### config.mk
export PLATFORM = sky130hd
export DESIGN_NAME = spi_seq_arbiter_flat
export DESIGN_NICKNAME = d
export VERILOG_FILES = /design/src/rtl/spi_seq_arbiter_if.sv /design/src/rtl/spi_seq_arbiter.sv /design/src/flat_wrapper.sv
export SDC_FILE = /design/constraint.sdc
export NUM_CORES = 1
export LEC_CHECK = 0
export ABC_AREA = 1
export ABC_CLOCK_PERIOD_IN_PS = 2500
export CORE_AREA = 2 2 78 80
export CTS_CLUSTER_DIAMETER = 150
export DETAILED_ROUTE_END_ITERATION = 8
export DIE_AREA = 0 0 80 82
export GPL_TIMING_DRIVEN = 1
export PLACE_DENSITY = 0.67
export SLEW_MARGIN = 20
export SYNTH_ARGS = -nofsm -noshare
export SYNTH_HDL_FRONTEND = slang
export SYNTH_SLANG_ARGS = --single-unit
### constraint.sdc
create_clock -name Clk -period 2.5 [get_ports Clk]
set_input_delay 0.25 -clock Clk [delete_from_list [all_inputs] [get_ports Clk]]
set_output_delay 0.25 -clock Clk [all_outputs]
set_load 0.02 [all_outputs]
### src/rtl/spi_seq_arbiter_if.sv
// ---------------------------------------------------------------------------
// spi_seq_arbiter_if
// Bundles the signals between two frame requesters, the arbiter and the
// SPI master.
//   Req0/Req1      level requests, held until the matching Ack
//   Data0/Data1    16-bit frame words, sampled only in the grant cycle
//   Ack0/Ack1      one-cycle frame-finished pulses (done or timeout)
//   SpiData        registered word presented to the SPI master
//   SpiStart       one-cycle start pulse to the SPI master
//   SpiDone        one-cycle completion pulse from the SPI master
//   Busy           arbiter is not idle
//   GrantId        requester currently or last granted
//   TimeoutErr     one-cycle pulse alongside the Ack of an aborted frame
// slave  : the arbiter's view.
// master : the environment's view (requesters plus SPI master).
// ---------------------------------------------------------------------------
interface spi_seq_arbiter_if;
  logic        Req0;
  logic [15:0] Data0;
  logic        Ack0;
  logic        Req1;
  logic [15:0] Data1;
  logic        Ack1;
  logic [15:0] SpiData;
  logic        SpiStart;
  logic        SpiDone;
  logic        Busy;
  logic        GrantId;
  logic        TimeoutErr;

  modport slave (
    input  Req0, Data0, Req1, Data1, SpiDone,
    output Ack0, Ack1, SpiData, SpiStart, Busy, GrantId, TimeoutErr
  );

  modport master (
    output Req0, Data0, Req1, Data1, SpiDone,
    input  Ack0, Ack1, SpiData, SpiStart, Busy, GrantId, TimeoutErr
  );
endinterface

### src/rtl/spi_seq_arbiter.sv
// ---------------------------------------------------------------------------
// spi_seq_arbiter
// Round-robin arbiter sequencing 16-bit frames from two requesters onto a
// single SPI master. Each frame:
//   IDLE -> grant (latch word, set GrantId)
//   START -> one-cycle SpiStart
//   WAIT_DONE -> wait for SpiDone or abort after TIMEOUT_CYCLES
//   GAP -> enforce GAP_CYCLES idle cycles before the next grant.
// Ports:
//   Clk      system clock, rising edge
//   reset_n  asynchronous active-low reset
//   bus      spi_seq_arbiter_if.slave (requests, acks, SPI handshake,
//            status outputs)
// Parameters:
//   GAP_CYCLES      idle cycles between frames (1..255)
//   TIMEOUT_CYCLES  WAIT_DONE cycles before a frame is aborted (40..65535)
// ---------------------------------------------------------------------------
module spi_seq_arbiter #(
  parameter int GAP_CYCLES     = 4,
  parameter int TIMEOUT_CYCLES = 255
) (
  input logic               Clk,
  input logic               reset_n,
  spi_seq_arbiter_if.slave  bus
);

  localparam logic [1:0] IDLE      = 2'd0;
  localparam logic [1:0] START     = 2'd1;
  localparam logic [1:0] WAIT_DONE = 2'd2;
  localparam logic [1:0] GAP       = 2'd3;

  // Terminal counts: the counter runs 0..LAST, so LAST+1 cycles are spent.
  localparam logic [15:0] GAP_LAST     = 16'(GAP_CYCLES - 1);
  localparam logic [15:0] TIMEOUT_LAST = 16'(TIMEOUT_CYCLES - 1);

  logic [1:0]  state;
  logic [15:0] cycleCnt;
  logic        lastGrant;
  logic        grantId;
  logic [15:0] spiData;
  logic        spiStart;
  logic        ack0;
  logic        ack1;
  logic        timeoutErr;

  logic        anyReq;
  logic        winner;

  // Round-robin pick: on a tie the requester that was not served last wins;
  // otherwise the single active requester wins.
  // NOTE: every always_comb output gets a default first so no path leaves
  // it unassigned and no latch is inferred.
  always_comb begin
    anyReq = bus.Req0 | bus.Req1;
    winner = 1'b0;
    if (bus.Req0 && bus.Req1) begin
      winner = ~lastGrant;
    end else begin
      winner = bus.Req1;
    end
  end

  // NOTE: sequential state uses non-blocking assignments so every register
  // samples pre-edge values regardless of statement order.
  always_ff @(posedge Clk or negedge reset_n) begin
    if (!reset_n) begin
      state      <= IDLE;
      cycleCnt   <= '0;
      // lastGrant resets to 1 so requester 0 wins the first tie.
      lastGrant  <= 1'b1;
      grantId    <= 1'b0;
      spiData    <= '0;
      spiStart   <= 1'b0;
      ack0       <= 1'b0;
      ack1       <= 1'b0;
      timeoutErr <= 1'b0;
    end else begin
      // Pulse outputs default low; only the cycle that raises them sets them.
      spiStart   <= 1'b0;
      ack0       <= 1'b0;
      ack1       <= 1'b0;
      timeoutErr <= 1'b0;

      case (state)
        IDLE: begin
          if (anyReq) begin
            grantId <= winner;
            spiData <= winner ? bus.Data1 : bus.Data0;
            state   <= START;
          end
        end

        START: begin
          spiStart <= 1'b1;
          cycleCnt <= '0;
          state    <= WAIT_DONE;
        end

        WAIT_DONE: begin
          // SpiDone is tested first so a done arriving on the timeout cycle
          // completes the frame normally without TimeoutErr.
          if (bus.SpiDone || (cycleCnt == TIMEOUT_LAST)) begin
            ack0       <= ~grantId;
            ack1       <= grantId;
            timeoutErr <= ~bus.SpiDone;
            lastGrant  <= grantId;
            cycleCnt   <= '0;
            state      <= GAP;
          end else begin
            cycleCnt <= cycleCnt + 16'd1;
          end
        end

        GAP: begin
          if (cycleCnt == GAP_LAST) begin
            cycleCnt <= '0;
            state    <= IDLE;
          end else begin
            cycleCnt <= cycleCnt + 16'd1;
          end
        end

        default: begin
          state <= IDLE;
        end
      endcase
    end
  end

  assign bus.Ack0       = ack0;
  assign bus.Ack1       = ack1;
  assign bus.SpiData    = spiData;
  assign bus.SpiStart   = spiStart;
  assign bus.Busy       = (state != IDLE);
  assign bus.GrantId    = grantId;
  assign bus.TimeoutErr = timeoutErr;

endmodule

### src/flat_wrapper.sv
// flat-port wrapper written by rule: the top's interface ports become plain ports
module spi_seq_arbiter_flat 
#(
  parameter int GAP_CYCLES     = 4,
  parameter int TIMEOUT_CYCLES = 255
)
  (Clk, reset_n, bus_Req0, bus_Data0, bus_Req1, bus_Data1, bus_SpiDone, bus_Ack0, bus_Ack1, bus_SpiData, bus_SpiStart, bus_Busy, bus_GrantId, bus_TimeoutErr);
  spi_seq_arbiter_if bus_i ();
  input logic Clk;
  input logic reset_n;
  input wire logic [$bits(bus_i.Req0)-1:0] bus_Req0;
  input wire logic [$bits(bus_i.Data0)-1:0] bus_Data0;
  input wire logic [$bits(bus_i.Req1)-1:0] bus_Req1;
  input wire logic [$bits(bus_i.Data1)-1:0] bus_Data1;
  input wire logic [$bits(bus_i.SpiDone)-1:0] bus_SpiDone;
  output wire logic [$bits(bus_i.Ack0)-1:0] bus_Ack0;
  output wire logic [$bits(bus_i.Ack1)-1:0] bus_Ack1;
  output wire logic [$bits(bus_i.SpiData)-1:0] bus_SpiData;
  output wire logic [$bits(bus_i.SpiStart)-1:0] bus_SpiStart;
  output wire logic [$bits(bus_i.Busy)-1:0] bus_Busy;
  output wire logic [$bits(bus_i.GrantId)-1:0] bus_GrantId;
  output wire logic [$bits(bus_i.TimeoutErr)-1:0] bus_TimeoutErr;
  assign bus_i.Req0 = bus_Req0;
  assign bus_i.Data0 = bus_Data0;
  assign bus_i.Req1 = bus_Req1;
  assign bus_i.Data1 = bus_Data1;
  assign bus_i.SpiDone = bus_SpiDone;
  assign bus_Ack0 = bus_i.Ack0;
  assign bus_Ack1 = bus_i.Ack1;
  assign bus_SpiData = bus_i.SpiData;
  assign bus_SpiStart = bus_i.SpiStart;
  assign bus_Busy = bus_i.Busy;
  assign bus_GrantId = bus_i.GrantId;
  assign bus_TimeoutErr = bus_i.TimeoutErr;
  spi_seq_arbiter #(.GAP_CYCLES(GAP_CYCLES), .TIMEOUT_CYCLES(TIMEOUT_CYCLES)) u_core (.Clk(Clk), .reset_n(reset_n), .bus(bus_i));
endmodule
# Word-level counts from Yosys, hierarchy flattened
# Index checks and enable logic that the tools add are counted.
[classes] bitwise=4 addsub=1 n_reduce_logical=8 n_mux=16 eq_ne=8
[ops] operator="2-to-1 mux 16 bit" count=3
[ops] operator="one-hot mux 16 bit (3 select lines)" count=1
[ops] operator="adder 16 x 1 -> 16 bit (second input constant)" count=1
[ops] operator="== test 16 x 2 -> 1 bit (second input constant)" count=1
[ops] operator="== test 16 x 8 -> 1 bit (second input constant)" count=1
[ops] operator="2-to-1 mux 1 bit" count=8
[ops] operator="one-hot mux 2 bit (4 select lines)" count=1
[ops] operator="2-to-1 mux 2 bit" count=3
[ops] operator="inequality test 2 x 1 -> 1 bit (second input constant)" count=3
[ops] operator="== test 2 bit (second input constant)" count=2
[ops] operator="AND reduction 2 bit" count=2
[ops] operator="inverter 1 bit" count=3
[ops] operator="AND reduction 3 bit" count=1
[ops] operator="nonzero test 3 bit" count=1
[ops] operator="== test 2 x 1 -> 1 bit (second input constant)" count=1
[ops] operator="zero test 2 bit" count=1
[ops] operator="nonzero test 2 bit" count=1
[ops] operator="logical AND 1 bit" count=1
[ops] operator="logical OR 1 bit" count=1
[ops] operator="OR 1 bit" count=1
[word_totals] elab_cells=46 out_inout_bits=22 regBits=40 inputBits=37

# Depth between registers and ports, before layout
# Gate-level depths: netlist of the first run.
[depth] depth_word=4 mapped_depth=10 ltp_nobuf=9

# Worst setup path after synthesis of the first run
# OpenSTA, ideal clock, no wires.
[synth_timing] path_kind="reg2reg" start="register u_core.state[0]" end="register u_core.spiData[10], in the netlist u_core.bus.SpiData[10]" arrival_ps=1375 required_time_ps=2374 stages_incl_launch_ff=9 setup_slack_ps=998 cell_sequence="dfrtp_1 > inv_1 > ha_1 > inv_1 > a21oi_2 > inv_1 > clkbuf_1 > nand2_1 > o21ai_0"
[synth_between] elab_chain_cells=2
[synth_lines] item="start: declaration" line="spi_seq_arbiter.sv:36" text="logic [1:0] state;"
[synth_lines] item="start signal: assignment" line="spi_seq_arbiter.sv:67" text="state <= IDLE;"
[synth_lines] item="start signal: assignment" line="spi_seq_arbiter.sv:89" text="state <= START;"
[synth_lines] item="start signal: assignment" line="spi_seq_arbiter.sv:96" text="state <= WAIT_DONE;"
[synth_lines] item="zero test 2 bit" line="spi_seq_arbiter.sv:84" text="case (state)"
[synth_lines] item="AND reduction 2 bit (no source line)"
[synth_lines] item="end signal: assignment" line="spi_seq_arbiter.sv:88" text="spiData <= winner ? bus.Data1 : bus.Data0;"
[synth_lines] item="end: declaration" line="spi_seq_arbiter.sv:40" text="logic [15:0] spiData;"
# Every way passes these cells.
# A chain may end at the register's enable or synchronous reset.

# Worst setup path after layout of the first run
[layout_timing] start="register u_core.state[0]" end="output port bus_Busy"
[layout_between] elab_chain_cells=1
[layout_lines] item="nonzero test 2 bit" line="spi_seq_arbiter.sv:134" text="assign bus.Busy = (state != IDLE);"
[layout_lines] item="end: declaration" line="flat_wrapper.sv:20" text="output wire logic [$bits(bus_i.Busy)-1:0] bus_Busy;"
# Every way passes these cells.

==> results of run 1 <==
-- cells in the mapped netlist, types with 2 or more instances --
library cell  instances  area [um2]
buf_2                 2        10.0
inv_1                24        90.1
clkbuf_1              6        22.5
nand3_2               3        30.0
nand3_1              23         115
o21ai_1               3        15.0
ha_1                  6        75.1
xnor2_1               2        17.5
o21ai_0              31         155
dfrtp_1              39         976
xor2_1                6        52.6
nor2_1               42         158
nand2_2               4        25.0
nand2_1              89         334
nor3_1                2        10.0
nand4_1               5        31.3
-- power breakdown --
group | switching [mW] | leakage (nW) | internal [mW]
Combinational | 0.777 | 0.861 | 0.534
Sequential | 0.115 | 0.519 | 0.838
Clock | 0.232 | 0.0645 | 0.352
-- state kept, by name (all words and copies together), names as in the netlist --
register / cells
u_core.bus.Ack1: 1
u_core.bus.GrantId: 1
u_core.bus.SpiStart: 1
u_core.cycleCnt: 16
u_core.lastGrant: 1
u_core.bus.Ack0: 1
u_core.state: 2
u_core.bus.SpiData: 16
u_core.bus.TimeoutErr: 1
-- logic make-up after synthesis --
group                      count (synthesis)  share of synthesized area
buffers and inverters                     34                     0.0617
AOI/OAI and AO/OA                         37                     0.0875
and+or+nand+nor                          172                      0.336
DFF                                       40                      0.449
adders and majority gates                  6                     0.0337
xor gates and xnor gates                   8                     0.0314
-- layer usage --
| layer | global-route usage | vias to the layer above | part of all wire | wire, um |
|---|---|---|---|---|
| met5 | 0 | - | 0 | 0 |
| met4 | 0.0661 | 0 | 0.011 | 58 |
| met3 | 0.0516 | 6 | 0.066 | 340 |
| met2 | 0.289 | 52 | 0.46 | 2390 |
| met1 | 0.214 | 926 | 0.46 | 2370 |
| li1 | - | 1062 | - | - |
-- worst max-delay path, delay by kind of cell (launching register included) --
family	cells	cell delay [ns]
adders and majority gates	1	0.21
buffers and inverters	3	0.90
DFF	1	0.41
-- stage by stage --
| step | area [um2] | total power, mW |
|---|---|---|
| after CTS | 3010 | 2.89 |
| after detailed placement | 2890 | 2.29 |
| after global routing | 3010 | 3.07 |
| final | 3010 | 2.85 |
| after floorplan | 2230 | 1.71 |
| after global placement | 2890 | 2.27 |
-- final cells by class --
| type | instances | area share |
|---|---|---|
| Multi-Input combinational cell | 223 | 0.362 |
| Tap cell | 75 | 0.0312 |
| Inverter | 25 | 0.0312 |
| Clock buffer | 7 | 0.0320 |
| Sequential cell | 40 | 0.333 |
| Timing Repair Buffer | 62 | 0.201 |
| Clock inverter | 1 | 0.00997 |
-- final timing paths --
path / slack, ns / from / to / cells after the start
worst max register to register: 0.78 / u_core.state[0]$_DFFE_PN0P_ / u_core.bus.SpiData[13]$_DFFE_PN0P_ / 8
worst max-delay path: 0.45 / u_core.state[0]$_DFFE_PN0P_ / bus_Busy / 4
worst min register to register: 0.45 / u_core.bus.GrantId$_DFFE_PN0P_ / u_core.bus.Ack0$_DFF_PN0_ / 1
max in group asynchronous: 1.88 / reset_n / u_core.state[0]$_DFFE_PN0P_ / 1
worst min-delay path: 0.05 / reset_n / u_core.cycleCnt[13]$_DFFE_PN0N_ / 1
min in group Clk: 0.45 / u_core.bus.GrantId$_DFFE_PN0P_ / u_core.bus.Ack0$_DFF_PN0_ / 1
==> results.md, run 1 <==
- The flow ran to the end, and the final reports show no timing, DRC or antenna violations.
- The global-route wire length before repair is 8860 um.
- The number of warnings issued by yosys is 0.
- In the synthesized netlist the async set-or-reset flop fraction comes to 1.00.
- The buffer count from post-CTS setup fixing is 0.
- The floorplan step set the die width to 80 um.
- STA classifies the critical path startpoint as a flop.
- In the final layout, flip-flops and latches occupy 1000 um2.
- The number of maximum-capacitance violations is 0.
- The number of failing hold endpoints at the final stage came to 0.
- The number of setup violations in the final report is 0.
- The min-delay analysis places its worst path in the category input pin to asynchronous set/reset pin.
- The largest driver fanout on the critical path is 4.
- The total overflow left after global routing is 0.
- The number of iterations in the first detailed-routing pass is 5.
- The most common library cell in the layout ignoring fill and taps is nand2_1.
- The number of nets handed over by synthesis was 340.
- Counting every sink on the clock net gives 40.
- The count of nets left with antenna violations after detail routing is 0.
- The region available for standard cell placement spans 5750 um2.
- The utilization after layout is 0.524.
- The worst slew margin relative to its limit is 0.416.
- By instance count, the cell type seen most on the critical path is inv_1.
- In this run, post-CTS repair resized a total of 0 instances.
- The count of pins over their slew limit is 0.
- The count of distinct cell types in the synthesized netlist is 26.
- The final total negative setup slack is 0 ns.
- The congestion estimate from routability-driven global placement came to 0.797.
- Of the available clock period, the critical path in the final layout requires 0.820.
- The power density normalized to cell area is 945 nW/um2.
- From synthesis to final layout, the design area changed by 35.1%.
- The area of combinational cells with multiple inputs is 1090 um2.
- Of the cells placed in the final design, the portion with a size suffix greater than 1 is 0.0782.
- TritonCTS created 5 clock buffers.
- The CTS H-tree depth is 2.
- Entering global routing, the biggest net connects 41 pins.
- Dividing the detail-routed wire length by the instance count gives 11.9 um.
- The signal on the critical path passes through inv_1 > ha_1 > inv_1 > clkdlybuf4s50_1.
- For this run, the register share of the synthesized area comes to 0.449.
- The filler cell count is 572.
- The final clock skew is 0.00651 ns.
- The worst setup path is of the flop to primary output kind.
- After technology mapping, the gate count stands at 297.
- The synthesized flop and latch total is 40.
- The initial cell density of the core is 0.388.
- The leakage component of the power is 1.44 nW.
- Setup repair after global routing left no endpoint under its margin.
- The post-route DRC violation count is 0.
- In the global route stage, overall resource usage came out at 0.174.
- The via total after detailed routing is 2,046.
- The die is 82 um tall.
- The achievable frequency is 488 MHz.
- At the placement stage, the worst setup path has a slack of 0.719 ns.
- The top cell types in the final layout, fill and taps aside, are nand2_1, clkdlybuf4s50_1, nor2_1.
- The data required time at the worst endpoint is 2.25 ns.
- For this run, the leading register cell type out of synthesis is dfrtp_1.
- Subtracting the final worst setup slack from the clock period gives 2.05 ns.
- The root cell of the clock tree is clkbuf_8.
- The row count is 28.
- The final layout contains 400 nets.
- For this run, the slowest stage of the critical path takes 0.65 ns.
- At the worst endpoint, the arrival time is 1.80 ns.
- The CTS tree is built.
- The worst hold slack is 0.0462 ns.
- On the critical path, the stage with the largest delay is an instance of clkdlybuf4s50_1.
- The clock passes through at most 2 buffers.
- The starting DRC count in detailed routing is 114.
- The clock edge transition at the registers on the reported setup and hold paths is 0.08 ns.
- The initial antenna violation count came to 0.
- STA classifies the critical path endpoint as a primary output.
- The sum of routed wire length over all layers is 5160 um.
- The post-route non-filler standard cell count is 433.
- The repair_antennas step left the layout with diodes totalling 0.
- The worst-case IR drop observed on VDD is 0.000557 V.
- The routed via count divided by cell count is 4.73.
- The instance count after placement with tap cells included is 425.
- The die covers 6560 um2.
- The number of hold buffers added after CTS was 0.
- Once detailed placement completed, the half-perimeter wirelength came to 3820 um.
- Yosys mapped a number of flops with a built-in enable equal to 0.
- The insertion delay to the later sink of the worst-skew pair is 0.30 ns.
- At the pin with the least slew margin, the transition time is 0.876 ns.
- After layout, the worst setup slack is 0.449 ns.
- 59 I/O pins were placed.
- The average cell area after synthesis is 7.51 um2.
- The number of input and output port buffers inserted is 58.
- The via count of the first global-routing pass was 1,962.
- In this run the cell area of the synthesized design comes to 2230 um2.
Power figures use the tool's default switching activity.
==> run 2, diff against run 1 <==
Settings changed: ABC_CLOCK_PERIOD_IN_PS 2500 to 1700, PLACE_DENSITY 0.67 to 0.69.
Clock period 2.5 ns to 1.7 ns, I/O delays scaled along.
==> run 2 against run 1 <==
Effect of this change:
- via count increased by 0.78%
- critical endpoint unchanged
- sequential share of layout area shrank 0.26 points
- combinational power rose by 55%
- clock skew is essentially flat
- routed wire length increased by 1.2%
- clock-buffer cell count shrank 1
- first-iteration DRC count grew 13%
- clock power is 17% higher
- cell area grew 0.79%
- register-to-register slack got worse by 0.62 ns
- total power increased by 44%
- core utilization grew 0.41 points
==> results.md, run 2 (synthesis gave the netlist of run 1 again) <==
- The HPWL after detailed placement is 3770 um (-1.4%).
- The largest driver fanout on the critical path came to 4 (unchanged).
- The total routing usage reported by global routing was 0.172 (-0.00157).
- The critical setup path kind is flop to primary output.
- The number of failing hold endpoints at the final stage came to 0 (unchanged).
- The power density normalized to cell area is 1350 nW/um2 (+42%).
- The number of sinks handled by clock tree synthesis is 40 (unchanged).
- The maximum clock path buffer count was 2 (unchanged).
- The root cell of the clock tree is clkbuf_8.
- The total power draw came to 4.09 mW (+44%).
- The global-route wire length before repair is 8780 um (-0.94%).
- The starting DRC count in detailed routing is 129 (+13%).
- The count of nets left with antenna violations after detail routing was 0 (unchanged).
- The net count of the finished layout came to 407 (+1.8%).
- The chip height is 82 um (unchanged).
- The CTS tree is built.
- The number of iterations in the first detailed-routing pass is 4 (-1).
- The initial antenna violation count is 0 (unchanged).
- The TritonCTS buffer count is 5 (unchanged).
- The antenna diode instance count is 0 (unchanged).
- The CTS H-tree depth is 2 (unchanged).
- The total I/O pin count is 59 (unchanged).
- The via count of the first global-routing pass was 1,995 (+1.7%).
- The post-route DRC violation count was 0 (unchanged).
- The core area is 5750 um2 (unchanged).
- The total global routing overflow was 0 (unchanged).
- The slew at the pin closest to its max-slew limit is 0.507 ns (-0.369 ns).
- The final weighted congestion of routability-driven global placement is 0.825 (+3.5%).
- The buffer count from post-CTS setup fixing is 0 (unchanged).
- The die width is 80 um (unchanged).
- The count of pins over their slew limit came to 0 (unchanged).
- The worst-case setup margin in the final layout is 0.120 ns (-0.329 ns).
- The row count is 28 (unchanged).
- Setup repair after global routing left no endpoint under its margin.
- The routed via count divided by cell count is 4.69 (-0.82%).
- The clock edge transition at the registers on the reported setup and hold paths came to 0.08 ns (about the same).
- The synthesis-to-finish area growth is 36.1%.
- The insertion delay to the later sink of the worst-skew pair was 0.30 ns (about the same).
- The final total negative setup slack came to 0 ns (unchanged).
- The instance count after placement with tap cells included is 431 (+1.4%).
- STA classifies the critical path endpoint as a primary output.
- The sum of routed wire length over all layers came to 5230 um (+1.2%).
- The flow ran to the end, and the final reports show no timing, DRC or antenna violations.
- The initial cell density of the core is 0.388 (unchanged).
- The time the worst path needs with I/O delays and setup is 1.58 ns.
- The achievable frequency is 633 MHz.
- The class of the tightest hold or removal check is input pin to asynchronous set/reset pin.
- The library cell used most frequently in the layout, excluding fill and tap cells, is nand2_1.
- The top cell types in the final layout, fill and taps aside, are nand2_1, clkdlybuf4s50_1, nor2_1.
- The post-placement worst setup slack was 0.154 ns (-0.564 ns).
- The type of origin of the critical path is a flop.
- Dividing the final minimum period by the clock period gives 0.930.
- The number of maximum-capacitance violations is 0 (unchanged).
- The maximum number of pins on one net before global-route repair is 41 (unchanged).
- The final clock skew is 0.00672 ns (+0.000206 ns).
- The average routed wire per standard cell was 11.9 um (-0.37%).
- The die area came to 6560 um2 (unchanged).
- The worst slew margin relative to its limit is 0.662 (+0.246).
- The peak supply drop is 0.000695 V (+25%).
- The critical path data arrival time is 1.41 ns (-0.39 ns).
- The fraction of final layout cells with drive strength greater than 1 is 0.0932 (+0.0149).
- The leakage component of the power is 1.47 nW (+1.5%).
- The number of input and output port buffers inserted is 58 (unchanged).
- The data required time at the worst endpoint is 1.53 ns (-0.72 ns).
- The via total after detailed routing was 2,062 (+0.78%).
- The filler cell count is 576 (+0.70%).
- The post-route non-filler standard cell count came to 440 (+1.6%).
- The number of setup violations in the final report is 0 (unchanged).
-- run 2: final cells by class --
type,instances,area [um2],area share
Clock inverter,2,13.8,0.00453
Tap cell,75,93.8,0.0309
Clock buffer,6,82.6,0.0272
Multi-Input combinational cell,223,1090,0.359
Timing Repair Buffer,69,659,0.217
Sequential cell,40,1000,0.330
Inverter,25,93.8,0.0309
-- run 2: metal layers --
layer  vias up  GRT usage  share of wire
li1       1072          -              -
met1       923      0.198           0.44
met2        58      0.289           0.46
met3         9     0.0758          0.087
met4         0     0.0542          0.013
met5         -          0              0
-- run 2: timing repair --
| action | CTS | global route |
|---|---|---|
| endpoints found under the setup margin | 1 | 0 |
| hold buffers | 1 | 0 |
| hold endpoints to repair | 39 | 0 |
| gates resized for setup | 1 | 0 |
-- run 2: worst paths after layout --
check                                          startpoint                         endpoint  slack, ns  cells past startpoint
hold / removal                                    reset_n   u_core.cycleCnt[6]$_DFFE_PN0N_       0.45                      3
min in group Clk                              bus_SpiDone  u_core.bus.TimeoutErr$_DFF_PN0_       0.45                      2
hold reg to reg            u_core.bus.GrantId$_DFFE_PN0P_        u_core.bus.Ack0$_DFF_PN0_       0.47                      1
setup / recovery              u_core.state[0]$_DFFE_PN0P_                         bus_Busy       0.12                      4
setup reg to reg           u_core.cycleCnt[1]$_DFFE_PN0N_  u_core.cycleCnt[12]$_DFFE_PN0N_       0.16                      9
max in group asynchronous                         reset_n     u_core.lastGrant$_DFFE_PN1P_       0.88                      3
-- run 2: critical path, stage by stage (launching register included) --
cell           delay (ns)
dfrtp_1              0.35
inv_1                0.06
ha_1                 0.20
inv_1                0.14
dlygate4sd2_1        0.36
-- run 2: power by group --
group | total (mW) | internal, mW | leakage, nW | switching (mW)
Combinational | 2.03 | 0.850 | 0.896 | 1.18
Sequential | 1.38 | 1.23 | 0.519 | 0.145
Clock | 0.684 | 0.332 | 0.0516 | 0.352
-- run 2: through the flow --
step | hold WS [ns] | utilization | area [um2]
finish | 0.446 | 0.528 | 3040
CTS | 0.453 | 0.528 | 3040
global route | 0.467 | 0.528 | 3040
global placement | 0.268 | 0.510 | 2930
detailed placement | 0.263 | 0.510 | 2930
floorplan | -0.126 | - | 2230
